===== src/rtl/mem_pkg.sv =====
`default_nettype none
// ============================================================================
//  Module      : mem_pkg
//  Description : Shared types for the MEM-stage data-memory access unit:
//                access size encoding, access-unit FSM states and the
//                alignment predicate used by the unit and the control path.
//  Revision    : 1.0  initial release
// ============================================================================
package mem_pkg;

    typedef enum logic [1:0] {
        MEM_BYTE = 2'b00,
        MEM_HALF = 2'b01,
        MEM_WORD = 2'b10
    } mem_size_t;

    typedef enum logic [1:0] {
        IDLE = 2'b00,
        WAIT = 2'b01,
        DONE = 2'b10
    } mau_state_t;

    // A halfword must sit on an even address, a word on a multiple of four.
    // The unused size code 2'b11 is treated like a word.
    function automatic logic is_misaligned(input logic [1:0] size, input logic [1:0] addr_lo);
        logic mis;
        case (size)
            MEM_BYTE: mis = 1'b0;
            MEM_HALF: mis = addr_lo[0];
            default:  mis = |addr_lo;
        endcase
        return mis;
    endfunction

endpackage
`default_nettype wire


===== src/rtl/load_align.sv =====
`default_nettype none
// ============================================================================
//  Module      : load_align
//  Description : Combinational load formatter. Selects the addressed byte or
//                halfword lane of the memory read word and sign- or
//                zero-extends it to 32 bits; words pass straight through.
//  Revision    : 1.0  initial release
// ============================================================================
module load_align
    import mem_pkg::*;
(
    input  logic [31:0] rdata_i,
    input  logic [1:0]  addr_lo_i,
    input  logic [1:0]  size_i,
    input  logic        unsigned_i,
    output logic [31:0] data_o
);

    logic [7:0]  byte_lane;
    logic [15:0] half_lane;
    logic        sign_bit;

    // Pick the addressed lane, then extend according to size and signedness.
    always_comb begin
        byte_lane = rdata_i[{addr_lo_i, 3'b000} +: 8];
        half_lane = addr_lo_i[1] ? rdata_i[31:16] : rdata_i[15:0];
        sign_bit  = 1'b0;
        data_o    = rdata_i;
        case (size_i)
            MEM_BYTE: begin
                sign_bit = byte_lane[7] & ~unsigned_i;
                data_o   = {{24{sign_bit}}, byte_lane};
            end
            MEM_HALF: begin
                sign_bit = half_lane[15] & ~unsigned_i;
                data_o   = {{16{sign_bit}}, half_lane};
            end
            default: data_o = rdata_i;
        endcase
    end

endmodule
`default_nettype wire


===== src/rtl/mem_access_unit.sv =====
`default_nettype none
// ============================================================================
//  Module      : mem_access_unit
//  Description : MEM-stage data-memory access unit. Turns ex_mem load/store
//                requests into a req/ack bus transaction, aborts on timeout,
//                flags misaligned accesses, stalls the pipeline until the
//                access completes and registers the formatted load word.
//  Revision    : 1.0  initial release
// ============================================================================
module mem_access_unit
    import mem_pkg::*;
#(
    parameter int TIMEOUT_CYCLES = 16
)
(
    input  logic        clk,
    input  logic        rst,
    input  logic        MemRead_ex_mem,
    input  logic        MemWrite_ex_mem,
    input  logic [1:0]  mem_size_ex_mem,
    input  logic        mem_unsigned_ex_mem,
    input  logic [31:0] alu_out_ex_mem,
    input  logic [31:0] store_data_ex_mem,
    output logic [31:0] ram_read_data_mem,
    output logic        stall_mem,
    output logic        addr_err,
    output logic        bus_err,
    output logic        mem_req,
    output logic        mem_we,
    output logic [29:0] mem_addr,
    output logic [3:0]  mem_be,
    output logic [31:0] mem_wdata,
    input  logic        mem_ack,
    input  logic [31:0] mem_rdata
);

    localparam int CNT_W = (TIMEOUT_CYCLES > 2) ? $clog2(TIMEOUT_CYCLES) : 1;
    localparam logic [CNT_W-1:0] CNT_LAST = CNT_W'(TIMEOUT_CYCLES - 1);

    mau_state_t       state_q;
    logic [CNT_W-1:0] cnt_q;
    logic             mem_req_q;
    logic             mem_we_q;
    logic [29:0]      mem_addr_q;
    logic [3:0]       mem_be_q;
    logic [31:0]      mem_wdata_q;
    logic             addr_err_q;
    logic             bus_err_q;
    logic [31:0]      rdata_q;

    // Access attributes captured in IDLE so formatting never looks at ex_mem later.
    logic [1:0]       size_q;
    logic [1:0]       addr_lo_q;
    logic             unsigned_q;
    logic             is_load_q;

    logic             access;
    logic             misaligned_d;
    logic [3:0]       be_d;
    logic [31:0]      wdata_d;
    logic [31:0]      load_word_d;

    assign access       = MemRead_ex_mem | MemWrite_ex_mem;
    assign misaligned_d = is_misaligned(mem_size_ex_mem, alu_out_ex_mem[1:0]);

    // Pipeline is held while an access is pending and released in DONE.
    assign stall_mem = access & (state_q != DONE);

    // Store lane placement: replicate the data and enable only the addressed lanes.
    always_comb begin
        be_d    = 4'b1111;
        wdata_d = store_data_ex_mem;
        case (mem_size_ex_mem)
            MEM_BYTE: begin
                be_d    = 4'b0001 << alu_out_ex_mem[1:0];
                wdata_d = {4{store_data_ex_mem[7:0]}};
            end
            MEM_HALF: begin
                be_d    = alu_out_ex_mem[1] ? 4'b1100 : 4'b0011;
                wdata_d = {2{store_data_ex_mem[15:0]}};
            end
            default: begin
                be_d    = 4'b1111;
                wdata_d = store_data_ex_mem;
            end
        endcase
    end

    load_align u_load_align (
        .rdata_i    (mem_rdata),
        .addr_lo_i  (addr_lo_q),
        .size_i     (size_q),
        .unsigned_i (unsigned_q),
        .data_o     (load_word_d)
    );

    // Access FSM with its timeout counter and all registered bus/pipeline outputs.
    always_ff @(posedge clk or posedge rst) begin
        if (rst) begin
            state_q     <= IDLE;
            cnt_q       <= '0;
            mem_req_q   <= 1'b0;
            mem_we_q    <= 1'b0;
            mem_addr_q  <= '0;
            mem_be_q    <= '0;
            mem_wdata_q <= '0;
            addr_err_q  <= 1'b0;
            bus_err_q   <= 1'b0;
            rdata_q     <= '0;
            size_q      <= '0;
            addr_lo_q   <= '0;
            unsigned_q  <= 1'b0;
            is_load_q   <= 1'b0;
        end else begin
            // Error flags are single-cycle pulses visible only in DONE.
            addr_err_q <= 1'b0;
            bus_err_q  <= 1'b0;
            case (state_q)
                IDLE: begin
                    if (access) begin
                        size_q     <= mem_size_ex_mem;
                        addr_lo_q  <= alu_out_ex_mem[1:0];
                        unsigned_q <= mem_unsigned_ex_mem;
                        // A store always wins when both strobes are raised.
                        is_load_q  <= ~MemWrite_ex_mem;
                        if (misaligned_d) begin
                            rdata_q    <= '0;
                            addr_err_q <= 1'b1;
                            state_q    <= DONE;
                        end else begin
                            mem_addr_q  <= alu_out_ex_mem[31:2];
                            mem_we_q    <= MemWrite_ex_mem;
                            mem_be_q    <= be_d;
                            mem_wdata_q <= wdata_d;
                            mem_req_q   <= 1'b1;
                            cnt_q       <= '0;
                            state_q     <= WAIT;
                        end
                    end
                end
                WAIT: begin
                    if (mem_ack) begin
                        // An ack on the final counted cycle still completes normally.
                        mem_req_q <= 1'b0;
                        cnt_q     <= '0;
                        if (is_load_q) begin
                            rdata_q <= load_word_d;
                        end
                        state_q   <= DONE;
                    end else if (cnt_q == CNT_LAST) begin
                        mem_req_q <= 1'b0;
                        cnt_q     <= '0;
                        rdata_q   <= '0;
                        bus_err_q <= 1'b1;
                        state_q   <= DONE;
                    end else begin
                        cnt_q <= cnt_q + CNT_W'(1);
                    end
                end
                DONE: begin
                    state_q <= IDLE;
                end
                default: begin
                    state_q   <= IDLE;
                    mem_req_q <= 1'b0;
                end
            endcase
        end
    end

    assign ram_read_data_mem = rdata_q;
    assign addr_err          = addr_err_q;
    assign bus_err           = bus_err_q;
    assign mem_req           = mem_req_q;
    assign mem_we            = mem_we_q;
    assign mem_addr          = mem_addr_q;
    assign mem_be            = mem_be_q;
    assign mem_wdata         = mem_wdata_q;

endmodule
`default_nettype wire


===== config.mk =====
export PLATFORM = sky130hd
export DESIGN_NAME = mem_access_unit
export DESIGN_NICKNAME = d
export VERILOG_FILES = /design/src/rtl/mem_pkg.sv /design/src/rtl/load_align.sv /design/src/rtl/mem_access_unit.sv
export SDC_FILE = /design/constraint.sdc
export NUM_CORES = 1
export LEC_CHECK = 0
export CORE_UTILIZATION = 45
export CTS_CLUSTER_SIZE = 14
export DETAILED_ROUTE_END_ITERATION = 16
export GPL_TIMING_DRIVEN = 1
export PLACE_DENSITY_LB_ADDON = 0.25
export SKIP_CTS_REPAIR_TIMING = 1
export SYNTH_ARGS = -nofsm -noshare
export SYNTH_HDL_FRONTEND = slang
export SYNTH_HIERARCHICAL = 1
export SYNTH_SLANG_ARGS = --single-unit

===== constraint.sdc =====
create_clock -name clk -period 4.5 [get_ports clk]
set_input_delay 1.125 -clock clk [delete_from_list [all_inputs] [get_ports clk]]
set_output_delay 1.125 -clock clk [all_outputs]
set_load 0.02 [all_outputs]

-- Word-level counts from Yosys, hierarchy flattened
Cells that the tools add are included.
- bits in read-only memories: 0
- bits in writable memories: 0
- register bits: 114
- memories: 0
- output and inout bits: 103
- bits in latches: 0
- equal/unequal tests: 11
- order comparisons: 0
- multipliers: 0
- reductions and logical operators: 11
- add/sub/neg operators: 1
- mux-type cells: 33
- div/mod/pow operators: 0
- bitwise logic cells: 8
- shift operators: 2
- operator list (operator ; count):
    $pmux 32 s2 ; 3
    $mux 32 ; 5
    $shiftx 32x6->8 ; 1
    $mux 4 ; 5
    $mux 16 ; 1
    $pmux 4 s2 ; 2
    $mux 1 ; 10
    $mux 2 ; 4
    $ne 2x2->1 const B ; 4
    $eq 2x1->1 const B ; 3
    $logic_not 2->1 ; 3
    $ne 3x3->1 const B ; 2
    $reduce_and 3->1 ; 2
    $reduce_and 5->1 ; 1
    $add 4x1->4 const B ; 1
    $eq 4x4->1 const B ; 1
    $not 1->1 ; 4
    $pmux 2 s2 ; 1
    $reduce_and 2->1 ; 2
    $reduce_and 4->1 ; 1
    $shl 1x2->4 const A ; 1
    $and 1x1->1 ; 3
    $pmux 1 s3 ; 1
    $eq 2x2->1 const B ; 1
    other kinds (4) ; 4

-- Logic depth before layout (Yosys ltp)
Gate-level depths: netlist (run 1).
- word-level depth: 6
- depth in mapped cells: 8
- gate-level depth less buffers: 6

-- By module
Netlist (run 1), hierarchy kept.
- modules (own cells, without submodules) (module ; sequential area each (µm²) ; cells an instance ; instances ; area each (µm²)):
    mem_access_unit ; 2852.7 ; 423 ; 1 ; 4917.2
    load_align ; 0.0 ; 122 ; 1 ; 694.4

-- Least setup slack after synthesis (run 1)
No wires, ideal clock.
- path type: input -> output
- start point: in MemWrite_ex_mem
- end point: out stall_mem
- required time: 3375 ps
- buffers on the path: 0
- stages on the path: 2
- path slack: 1857 ps
- data arrival time: 1518 ps
- cells stage by stage: nor2_1 > a21oi_1
- word-level cells in the longest chain between the ends: 2
- RTL lines (what ; RTL line ; source):
    start, declared ; mem_access_unit.sv:19 ; input logic MemWrite_ex_mem,
    $or 1x1->1 ; mem_access_unit.sv:63 ; assign access = MemRead_ex_mem | MemWrite_ex_mem;
    $and 1x1->1 ; mem_access_unit.sv:67 ; assign stall_mem = access & (state_q != DONE);
    end, declared ; mem_access_unit.sv:25 ; output logic stall_mem,
No other way between the ends.

-- Worst setup path in the final report (run 1)
Same ends and word-level chain as after synthesis.

==> impl_summary.md, run 1 <==
Outcome
The flow ran to the end, and the final reports show no timing, DRC or antenna violations.

Floorplanning
For this configuration, the core starts out at a cell density of 0.465. The number of standard-cell rows in the floorplan is 40. approximately 210 I/O pins were placed. From bottom edge to top edge, the die measures approximately 110 µm. The core region is 12100 µm².

From left edge to right edge, the die measures about 110 µm. The die covers between 10000 and 15000 µm².

Logic synthesis
The number of nets in the synthesized netlist is between 600 and 700. The area share of the largest cell type after synthesis is 0.508. The average instance in the mapped netlist occupies 10.3 µm².

In the synthesized netlist the async set-or-reset flop fraction comes to 1.00. Synthesis produced a netlist whose cell count is roughly 550. The distinct cell type count after synthesis is 45. The post-synthesis cell area is around 5600 µm². The dominant cell type by area after synthesis is sky130_fd_sc_hd__dfrtp_1. The Yosys step of the flow raised 6 warnings. The register bit count reported by yosys is about 110. The predominant post-synthesis flop cell is sky130_fd_sc_hd__dfrtp_1. The number of synthesized flops with an enable pin is 0. Yosys attributes the largest share of cell area to sky130_fd_sc_hd__dfrtp_1, sky130_fd_sc_hd__mux2i_1, sky130_fd_sc_hd__mux2_2, sky130_fd_sc_hd__nand2_1, sky130_fd_sc_hd__o21ai_0. For this run, the register share of the synthesized area comes to 0.508.

Hold path
The classification of the worst-slack hold path is register to register. The hold path depth is 2.

Finish
In the layout the commonest cells are sky130_fd_sc_hd__clkdlybuf4s50_1, sky130_fd_sc_hd__nand2_1, sky130_fd_sc_hd__dfrtp_1. Leaving out fill and tap cells, the most frequent cell in the layout is sky130_fd_sc_hd__clkdlybuf4s50_1. At the end of the flow the core is filled with cells to 0.694. Compared with the post-synthesis result, the final layout area differs by 49.1%. 0 antenna diodes ended up in the layout. The ratio of cells with drive above 1 in the final layout is 0.118. The final layout contains approximately 850 nets.

Clock network
In this run the deepest clock path goes through 2 buffers. The clock reaches the later pin of the worst-skew pair after around 410 ps. TritonCTS built the clock tree.

The depth of the CTS H-tree is 4. Buffers inserted during clock tree synthesis total 17. The clock sink total is roughly 110.

After clock tree synthesis, the clock-pin slew on the worst setup and hold paths is approximately 50 ps. CTS placed an instance of sky130_fd_sc_hd__clkbuf_16 at the clock tree root.

Timing
Clock skew on the completed layout was measured at about 5.8 ps. The clock period could shrink to about 3600 ps. The final setup TNS is 0 ps. Setup violations remaining at the end of the flow were counted as 0. For the pin with the worst max-slew slack, the measured transition is about 1200 ps. The maximum clock frequency is ~0.27 GHz. Dividing the final minimum period by the clock period gives 0.811. The worst pin sits at a relative slew slack of 0.174. The max-slew violation count was 0. Setup repair after global routing left no endpoint under its margin. The count of endpoints failing hold in the final timing report was 0.

Power
The standby leakage power is approximately 3.7 nW. The worst-case vdd ir drop is between 0.3 and 0.4 mV. The cell area power density is 692 nW/µm².

Detailed routing
The post-detailed-route DRC marker count is 0. The detailed-route wire length per cell is between 15 and 20 µm. Across all layers, the routed design uses approximately 4700 vias. Using the TritonRoute via totals, the vias-per-cell ratio works out to between 5 and 6. The DRC marker count from the first detailed-route iteration is ~220. The total routed wirelength is ~15 mm. In this run the remaining antenna-violating nets after routing total 0. For this run, the detailed router's first-pass iteration total came to 4.

Worst setup path
The worst setup path is captured at an output port. Data on the critical path arrives at its endpoint at 2520 ps. The worst setup path is launched from an input port. The largest fanout on the critical path is 5. The required time at the worst-slack endpoint is around 3400 ps. The critical path is of the input port to output port type.

For the worst flop-to-flop path, the logic depth is 5.

Global routing
For this run the aggregate overflow at the end of global routing stands at 0. The first global-routing pass estimated around 24 mm of wire. Entering global routing, the biggest net connects just under 80 pins. The number of antenna violations at the first check in global routing came to 0. The number of global-route vias before repair is roughly 5000. For this run, the total global-route usage over all layers was measured as 0.245.

Place
During placement, the flow inserted port buffers numbering around 210. The routability-driven placement congestion ratio is between 0.8 and 0.9. The HPWL after detailed placement is between 10 and 15 mm.

Job
The number of max-capacitance violations reported is 0.
-- per-stage QoR --
step | hold WS (ps) | area, µm² | cells | total power, mW | setup slack [ps]
2_1_floorplan | 473 | 5610 | 545 | 3.35 | 359
3_3_place_gp | 461 | 7760 | 896 | 4.36 | 859
5_1_grt | 497 | 8370 | 928 | 6.11 | 745
6_report | 477 | 8370 | 928 | 5.79 | 851
3_5_place_dp | 470 | 7760 | 896 | 4.44 | 871
4_1_cts | 481 | 8370 | 928 | 5.84 | 851
-- cell families after synthesis --
group           Yosys count  share of synthesized area
compound gates           91                      0.107
mux                     101                      0.190
flops                   114                      0.508
simple gates            168                      0.130
fa+ha+maj                 1                    0.00223
buf+inv                  70                     0.0611
-- worst max-delay path: stages --
cell,delay [ps]
sky130_fd_sc_hd__clkdlybuf4s50_1,550
sky130_fd_sc_hd__nor2_1,110
sky130_fd_sc_hd__a21oi_1,120
sky130_fd_sc_hd__clkdlybuf4s50_1,620
-- per-layer routing --
layer  wire [µm]  global-route usage  vias up
met5           0                   0        -
met4         310               0.111        0
met3        1310              0.0866       24
met2        7400               0.405      183
met1        5950               0.287     2243
li1            -                   -     2251
-- path summary, 6_finish.rpt --
path / from / endpoint / slack (ps)
worst max-delay path: MemWrite_ex_mem / stall_mem / 850
worst min-delay path: mem_wdata[12] / mem_wdata[12] / 480
worst max register to register: size_q[1] / ram_read_data_mem[13] / 2040
worst min register to register: mem_wdata[12] / mem_wdata[12] / 480
max in group asynchronous: rst / ram_read_data_mem[6] / 2510
min in group asynchronous: rst / mem_addr[15] / 1210
-- area by class of cell --
class | instances | area (µm²)
Fill cell | 944 | 3690
Multi-Input combinational cell | 361 | 2420
Sequential cell | 114 | 2850
Clock buffer | 21 | 470
Timing Repair Buffer | 214 | 2130
Inverter | 39 | 149
Clock inverter | 11 | 134
Tap cell | 168 | 210
-- synthesized netlist by cell type, types with 2 or more instances --
| library cell | number |
|---|---|
| sky130_fd_sc_hd__clkbuf_1 | 13 |
| sky130_fd_sc_hd__a22o_1 | 2 |
| sky130_fd_sc_hd__buf_4 | 3 |
| sky130_fd_sc_hd__mux2i_1 | 58 |
| sky130_fd_sc_hd__a221o_1 | 8 |
| sky130_fd_sc_hd__nor2b_1 | 7 |
| sky130_fd_sc_hd__and3_1 | 2 |
| sky130_fd_sc_hd__nand2_1 | 122 |
| sky130_fd_sc_hd__o21ai_0 | 34 |
| sky130_fd_sc_hd__inv_1 | 39 |
| sky130_fd_sc_hd__o22a_1 | 3 |
| sky130_fd_sc_hd__dfrtp_1 | 114 |
| sky130_fd_sc_hd__buf_12 | 3 |
| sky130_fd_sc_hd__nor2_1 | 16 |
| sky130_fd_sc_hd__buf_2 | 10 |
| sky130_fd_sc_hd__a2bb2oi_1 | 7 |
| sky130_fd_sc_hd__o21ai_1 | 4 |
| sky130_fd_sc_hd__a21oi_1 | 15 |
| sky130_fd_sc_hd__o21bai_1 | 3 |
| sky130_fd_sc_hd__and2_1 | 2 |
| sky130_fd_sc_hd__a22oi_1 | 5 |
| sky130_fd_sc_hd__mux2_2 | 42 |
| sky130_fd_sc_hd__nand2b_1 | 6 |
| sky130_fd_sc_hd__nor3_1 | 2 |
| sky130_fd_sc_hd__nor3b_1 | 2 |
| sky130_fd_sc_hd__a21o_1 | 3 |
| sky130_fd_sc_hd__nand3_1 | 2 |
-- power breakdown --
group          internal [mW]  switching, mW
Combinational           1.31           1.32
Sequential              1.45          0.348
Clock                  0.907          0.460
-- flip-flops by register name, indices dropped and copies added, names as in the netlist, 2 cells and up --
register	flops
size_q	2
cnt_q	4
ram_read_data_mem	32
mem_be	4
mem_addr	30
mem_wdata	32
state_q	2
addr_lo_q	2
Note: power is estimated with default switching activity, not from simulation.
==> run 2: changes to the inputs <==
Settings changed: CORE_UTILIZATION 45 to 41.
Clock period 4.5 ns to 3.1 ns, I/O delays scaled along.
==> impl_summary.md, run 2 (synthesis results as in run 1) <==
Outcome
Outcome: finished, final reports clean (unchanged).

Hold path
The hold path depth was 2 (unchanged). The worst hold path endpoint is mem_wdata[8] (was mem_wdata[12]). The worst min-delay path startpoint is mem_wdata[8] (was mem_wdata[12]). The classification of the worst-slack hold path is register to register (unchanged).

Timing
RSZ-0062 raised after global routing: no (unchanged). The shortest period the worst path allows is between 2000 and 3000 ps. The count of endpoints failing hold in the final timing report was 0 (unchanged). The total setup violations reported at the end of the flow came to 0 (unchanged).

The transition time at the pin with the least slew margin is 913 ps (was 1240 ps). The worst setup skew after layout is 15.0 ps (was 5.83 ps). The maximum clock frequency is roughly 0.34 GHz. The fraction of the cycle the final worst path needs is 0.950. The final setup TNS is 0 ps (unchanged). The max-slew violation count is 0 (unchanged). The worst slew margin relative to its limit came to 0.389 (was 0.174).

Worst setup path
The cell count of the worst reg-to-reg path is 5 (unchanged). The largest fanout on the critical path came to 4 (was 5). The category of the critical setup timing path is input port to output port (unchanged). The register-to-register setup slack was 1090 ps (was 2040 ps). The nature of the critical path startpoint is an input port (unchanged). The required time at the worst-slack endpoint is 2320 ps (was 3380 ps). The launch point of the worst reg-to-reg path is addr_lo_q[1] (was size_q[1]). The kind of end point of the critical path is an output port (unchanged). The worst endpoint data arrival time is 2170 ps (was 2520 ps). The endpoint of the worst register-to-register path is ram_read_data_mem[10] (was ram_read_data_mem[13]).

Finish
The ratio of cells with drive above 1 in the final layout came to 0.123 (was 0.118). The final-stage net count is 855 (was 852). Highest-count cells in the layout ignoring fill and taps: sky130_fd_sc_hd__clkdlybuf4s50_1, sky130_fd_sc_hd__nand2_1, sky130_fd_sc_hd__dfrtp_1 (unchanged). The most common cell after layout, fill and taps aside is sky130_fd_sc_hd__clkdlybuf4s50_1 (unchanged).

The final instance count without filler cells is 939 (was 928). The antenna cell count is 0 (unchanged). The layout overhead on the synthesized area is 50.1% (was 49.1%).

Power
The reported net switching power came to 3.09 mW (was 2.12 mW). The cell area power density is 998 nW/µm² (was 692 nW/µm²). The overall power consumption was 8.40 mW (was 5.79 mW). The switching share of power was 0.368 (was 0.367).

The worst-case vdd ir drop is 0.600 mV (was 0.368 mV). The clock network fraction of total power came to 0.233 (was 0.236). The combinational group share of total power is 0.462 (was 0.454). The standby leakage power is 3.69 nW (was 3.68 nW). The internal power is 5.31 mW (was 3.67 mW). The sequential fraction of design power is 0.305 (was 0.310).

Floorplanning
The initial core utilization was 0.422 (was 0.465). The die height was 119 µm (was 114 µm). The die boundary width is 119 µm (was 114 µm). The count of pins on the block boundary came to 207 (unchanged). The core area is 13300 µm² (was 12100 µm²).

The area of the die is 14200 µm² (was 12900 µm²). The number of standard-cell rows in the floorplan is 42 (was 40).

Global routing
The number of global-route vias before repair is 4792 (was 4994). The number of antenna violations at the first check in global routing is 0 (unchanged). The pin count of the biggest net entering global routing is 88 (was 77). The global-route wire length before repair is 24.0 mm (was 24.2 mm). The total global-route track usage is 0.219 (was 0.245). The overall overflow remaining after global route is 0 (unchanged).

Clock network
The later-pin clock latency in the skew report is 420 ps (was 410 ps). The clock buffer count from CTS came to 17 (unchanged). The depth of the CTS H-tree is 4 (unchanged). The clock sink total is 114 (unchanged). The post-CTS clock slew at the launch and capture registers of the worst setup and hold paths is 50 ps (about the same). The number of buffers on the longest clock path is 2 (unchanged). The clock root buffer is sky130_fd_sc_hd__clkbuf_16 (unchanged).

The CTS tree is yes (unchanged).

Detailed routing
The total routed wirelength came to 14.9 mm (was 15.0 mm). The post-detailed-route count of antenna-violating nets is 0 (unchanged). The total number of vias is 4701 (unchanged). The DRC marker count from the first detailed-route iteration is 243 (was 221). The post-detailed-route DRC marker count is 0 (unchanged). The detailed-route wire length per cell was 15.9 µm (was 16.1 µm). The average via count per standard cell came to 5.01 (was 5.07). The number of search-and-repair iterations in the first detailed-routing pass is 5 (was 4).

Place
The number of buffers added on ports is 206 (unchanged). The routability-driven placement congestion ratio is 0.917 (was 0.839). The HPWL after detailed placement is 10.7 mm (was 10.6 mm). The total placed cells including tap cells was 907 (was 896).

Job
The number of max-capacitance violations reported is 0 (unchanged).
## run 2: area by class of cell
class / instances / area (µm²)
clock buffer: 22 / 494
clock inverter: 10 / 105
fill: 1082 / 4870
inverter: 39 / 150
multi-input combinational: 361 / 2420
sequential: 114 / 2850
tap: 176 / 220
timing repair buffer: 217 / 2180
## run 2: worst max path at each step
stage	cells past startpoint	slack (ps)	to	from
after detailed placement	4	190	stall_mem	MemRead_ex_mem
after global routing	4	90	stall_mem	MemRead_ex_mem
final	4	160	stall_mem	MemRead_ex_mem
after floorplan	1	940	addr_err	rst
after CTS	4	170	stall_mem	MemRead_ex_mem
after global placement	4	210	stall_mem	MemWrite_ex_mem
## run 2: worst max-delay path, cell delays in order
cell and delay [ps]:
sky130_fd_sc_hd__clkdlybuf4s50_1 490, sky130_fd_sc_hd__nor2_1 90, sky130_fd_sc_hd__a21oi_1 160, sky130_fd_sc_hd__clkdlybuf4s50_1 660
## run 2: routing by layer
metal | GRT usage | share of wire | vias up
met5 | 0 | 0 | -
met4 | 0.0736 | 0.0082 | 0
met3 | 0.0852 | 0.094 | 11
met2 | 0.368 | 0.50 | 179
met1 | 0.253 | 0.40 | 2248
li1 | - | - | 2263
## run 2: power groups by stage
stage | logic (mW) | clock network, mW | registers, mW
global route | 4.15 | 2.05 | 2.66
detailed placement | 3.90 | 0 | 2.58
CTS | 3.92 | 1.99 | 2.57
finish | 3.88 | 1.96 | 2.56
global placement | 3.84 | 0 | 2.55
floorplan | 1.73 | 0 | 3.13
## run 2: metrics by stage
| stage | cell area, µm² | setup slack (ps) | hold WS [ps] | util |
|---|---|---|---|---|
| after global placement | 7820 | 208 | 465 | 0.588 |
| after CTS | 8420 | 171 | 481 | 0.633 |
| final | 8420 | 156 | 477 | 0.633 |
| after detailed placement | 7820 | 195 | 471 | 0.588 |
| after floorplan | 5620 | 940 | 473 | - |
| after global routing | 8420 | 90.6 | 506 | 0.633 |
==> run 3: changes to the inputs <==
Settings changed: ABC_AREA set to 1, CORE_UTILIZATION 41 to 42.
==> impl_summary.md, run 3 <==
Global routing
The total global-route track usage came to 0.241 (was 0.219). The number of antenna violations at the first check in global routing is 0 (unchanged). The pin count of the biggest net entering global routing came to 115 (was 88). The overall overflow remaining after global route came to 0 (unchanged). The global-route wire length before repair is 26.9 mm (was 24.0 mm). The number of global-route vias before repair is 5493 (was 4792).

Place
The HPWL after detailed placement was 11.6 mm (was 10.7 mm). The setup slack after placement was 9.82 ps (was 195 ps). The number of buffers added on ports is 206 (unchanged). The total placed cells including tap cells is 1159 (was 907).

The routability-driven placement congestion ratio is 0.910 (was 0.917).

Clock network
The number of buffers on the longest clock path is 2 (unchanged). The post-CTS clock slew at the launch and capture registers of the worst setup and hold paths is 50 ps (about the same). The clock buffer count from CTS was 17 (unchanged).

The later-pin clock latency in the skew report is 420 ps (about the same). The depth of the CTS H-tree is 4 (unchanged). The CTS tree is yes (unchanged).

The clock sink total came to 114 (unchanged). The clock root buffer is sky130_fd_sc_hd__clkbuf_16 (unchanged).

Worst setup path
The critical path's slowest cell is sky130_fd_sc_hd__clkdlybuf4s50_1 (unchanged). The nature of the critical path startpoint is an input port (unchanged). The launch point of the worst reg-to-reg path is size_q[1] (was addr_lo_q[1]).

The required time at the worst-slack endpoint is 2320 ps (about the same). Ordered list of cells on the worst path: clkdlybuf4s50_1 -> nor2_1 -> a21oi_1 -> dlymetal6s2s_1 (was clkdlybuf4s50_1 -> nor2_1 -> a21oi_1 -> clkdlybuf4s50_1). The largest fanout on the critical path came to 2 (was 4).

The worst endpoint data arrival time is 1890 ps (was 2170 ps). The worst stage delay on the critical path is 540 ps (was 660 ps). The kind of end point of the critical path is an output port (unchanged).

The register-to-register setup slack is 1140 ps (was 1090 ps). The category of the critical setup timing path is input port to output port (unchanged). The endpoint of the worst register-to-register path was ram_read_data_mem[31] (was ram_read_data_mem[10]). The cell count of the worst reg-to-reg path is 11 (was 5).

Floorplanning
The number of standard-cell rows in the floorplan is 43 (was 42). The initial core utilization is 0.432 (was 0.422). The core area was 13900 µm² (was 13300 µm²). The die height is 121 µm (was 119 µm). The area of the die is 14800 µm² (was 14200 µm²). The die boundary width is 121 µm (was 119 µm). The count of pins on the block boundary is 207 (unchanged).

Finish
The count of fill cells added during filler insertion came to 1258 (was 1082). The antenna cell count came to 0 (unchanged). The most common cell after layout, fill and taps aside is sky130_fd_sc_hd__nand2_1 (was sky130_fd_sc_hd__clkdlybuf4s50_1). The final-stage net count came to 1103 (was 855).

The final instance count without filler cells is 1190 (was 939). The combined area of the multi-input logic cells was 2740 µm² (was 2420 µm²). The sequential cell area came to 2850 µm² (unchanged). Highest-count cells in the layout ignoring fill and taps: sky130_fd_sc_hd__nand2_1, sky130_fd_sc_hd__clkdlybuf4s50_1, sky130_fd_sc_hd__dfrtp_1 (was sky130_fd_sc_hd__clkdlybuf4s50_1, sky130_fd_sc_hd__nand2_1, sky130_fd_sc_hd__dfrtp_1). The ratio of cells with drive above 1 in the final layout is 0.0941 (was 0.123). The layout overhead on the synthesized area is 45.6% (was 50.1%).

Logic synthesis
The predominant post-synthesis flop cell is sky130_fd_sc_hd__dfrtp_1 (unchanged). The mean post-synth cell area is 7.45 µm² (was 10.3 µm²). The number of synthesized flops with an enable pin came to 0 (unchanged).

Top cells by area in the synthesized netlist: sky130_fd_sc_hd__dfrtp_1, sky130_fd_sc_hd__nand2_1, sky130_fd_sc_hd__nand3_1, sky130_fd_sc_hd__nand3_2, sky130_fd_sc_hd__o21ai_0 (was sky130_fd_sc_hd__dfrtp_1, sky130_fd_sc_hd__mux2i_1, sky130_fd_sc_hd__mux2_2, sky130_fd_sc_hd__nand2_1, sky130_fd_sc_hd__o21ai_0). The gate count after technology mapping is 805 (was 545). The total of warnings raised by yosys came to 6 (unchanged). The area share of the largest cell type after synthesis is 0.476 (was 0.508). The distinct cell type count after synthesis came to 34 (was 45). The fraction of the yosys area taken by sequential cells came to 0.476 (was 0.508). The register bit count reported by yosys is 114 (unchanged).

The dominant cell type by area after synthesis is sky130_fd_sc_hd__dfrtp_1 (unchanged). Ranking of synthesized cells by instance count: sky130_fd_sc_hd__nand2_1, sky130_fd_sc_hd__dfrtp_1, sky130_fd_sc_hd__nand3_1 (was sky130_fd_sc_hd__nand2_1, sky130_fd_sc_hd__dfrtp_1, sky130_fd_sc_hd__mux2i_1). The post-synthesis cell area is 6000 µm² (was 5610 µm²).

The number of nets in the synthesized netlist is 910 (was 650). The most numerous cell in the Yosys netlist is sky130_fd_sc_hd__nand2_1 (unchanged). The share of synthesized registers carrying an async set or reset is 1.00 (unchanged).

Detailed routing
The DRC marker count from the first detailed-route iteration came to 444 (was 243). The total number of vias was 5750 (was 4701). The post-detailed-route count of antenna-violating nets is 0 (unchanged). The total routed wirelength is 16.8 mm (was 14.9 mm). The post-detailed-route DRC marker count is 0 (unchanged).

The average via count per standard cell is 4.83 (was 5.01). The number of search-and-repair iterations in the first detailed-routing pass is 5 (unchanged). The detailed-route wire length per cell is 14.1 µm (was 15.9 µm).

Timing
The maximum clock frequency was 0.375 GHz (was 0.340 GHz). The fraction of the cycle the final worst path needs is 0.859 (was 0.950). The transition time at the pin with the least slew margin is 939 ps (was 913 ps).

The max-slew violation count is 0 (unchanged). RSZ-0062 raised after global routing: no (unchanged). The shortest period the worst path allows was 2660 ps (was 2940 ps). The smallest setup slack after layout is 436 ps (was 156 ps). The worst setup skew after layout is 17.0 ps (was 15.0 ps).

The count of endpoints failing hold in the final timing report is 0 (unchanged). The worst slew margin relative to its limit is 0.373 (was 0.389). The final setup TNS was 0 ps (unchanged). The minimum hold slack is 467 ps (was 477 ps). The total setup violations reported at the end of the flow was 0 (unchanged).

Power
The switching share of power is 0.405 (was 0.368). The overall power consumption was 8.57 mW (was 8.40 mW). The combinational group share of total power is 0.482 (was 0.462). The sequential fraction of design power is 0.291 (was 0.305).

The internal power is 5.10 mW (was 5.31 mW). The reported net switching power came to 3.47 mW (was 3.09 mW). The clock network fraction of total power is 0.228 (was 0.233). The cell area power density is 982 nW/µm² (was 998 nW/µm²). The worst-case vdd ir drop came to 0.540 mV (was 0.600 mV).

The standby leakage power came to 4.37 nW (was 3.69 nW).

Hold path
The hold path depth is 2 (unchanged). The classification of the worst-slack hold path is register to register (unchanged). The worst min-delay path startpoint is ram_read_data_mem[21] (was mem_wdata[8]). The worst hold path endpoint is ram_read_data_mem[21] (was mem_wdata[8]).

Outcome
Outcome: finished, final reports clean (unchanged).

Job
The number of max-capacitance violations reported is 0 (unchanged).
## run 3: metrics by stage
stage	utilization	instance area (µm²)
finish	0.629	8730
floorplan	-	6000
CTS	0.629	8720
global route	0.629	8730
detailed placement	0.586	8140
global placement	0.586	8140
## run 3: worst max path at each step
stage	startpoint	endpoint	slack, ps	cells after the start
after floorplan	rst	addr_err	940	1
after global placement	MemWrite_ex_mem	stall_mem	8	4
after detailed placement	MemWrite_ex_mem	stall_mem	10	4
after CTS	MemWrite_ex_mem	stall_mem	10	4
after global routing	MemWrite_ex_mem	mem_be[1]	370	8
final	MemWrite_ex_mem	stall_mem	440	4
## run 3: cell type report
type | instances | area share
clock buffer | 20 | 0.0512
multi-input combinational | 617 | 0.314
inverter | 29 | 0.0141
tap | 180 | 0.0258
clock inverter | 11 | 0.0158
timing repair buffer | 219 | 0.252
sequential | 114 | 0.327
## run 3: worst max-delay path, delay by kind of cell
family | cells | cell delay (ps)
compound gates | 1 | 210
buf+inv | 2 | 800
simple gates | 1 | 100
## run 3: power groups by stage
| stage | clock, mW | sequential [mW] | combinational (mW) |
|---|---|---|---|
| 2_1_floorplan | 0 | 3.06 | 1.98 |
| 3_3_place_gp | 0 | 2.50 | 4.11 |
| 3_5_place_dp | 0 | 2.49 | 4.16 |
| 4_1_cts | 1.97 | 2.49 | 4.17 |
| 5_1_grt | 2.05 | 2.56 | 4.53 |
| 6_report | 1.95 | 2.49 | 4.13 |
## run 3: logic make-up after synthesis
| family | count (synthesis) | synth area share |
|---|---|---|
| AOI/OAI and AO/OA | 48 | 0.0461 |
| and+or+nand+nor | 566 | 0.406 |
| buffers and inverters | 74 | 0.0668 |
| DFF | 114 | 0.476 |
| xor gates and xnor gates | 2 | 0.00292 |
| adders and majority gates | 1 | 0.00209 |
## run 3: routing by layer
layer,global-route usage,share of wire,vias to the layer above
li1,-,-,2890
met1,0.287,0.41,2605
met2,0.385,0.47,231
met3,0.0987,0.094,24
met4,0.0965,0.020,0
met5,0,0,-
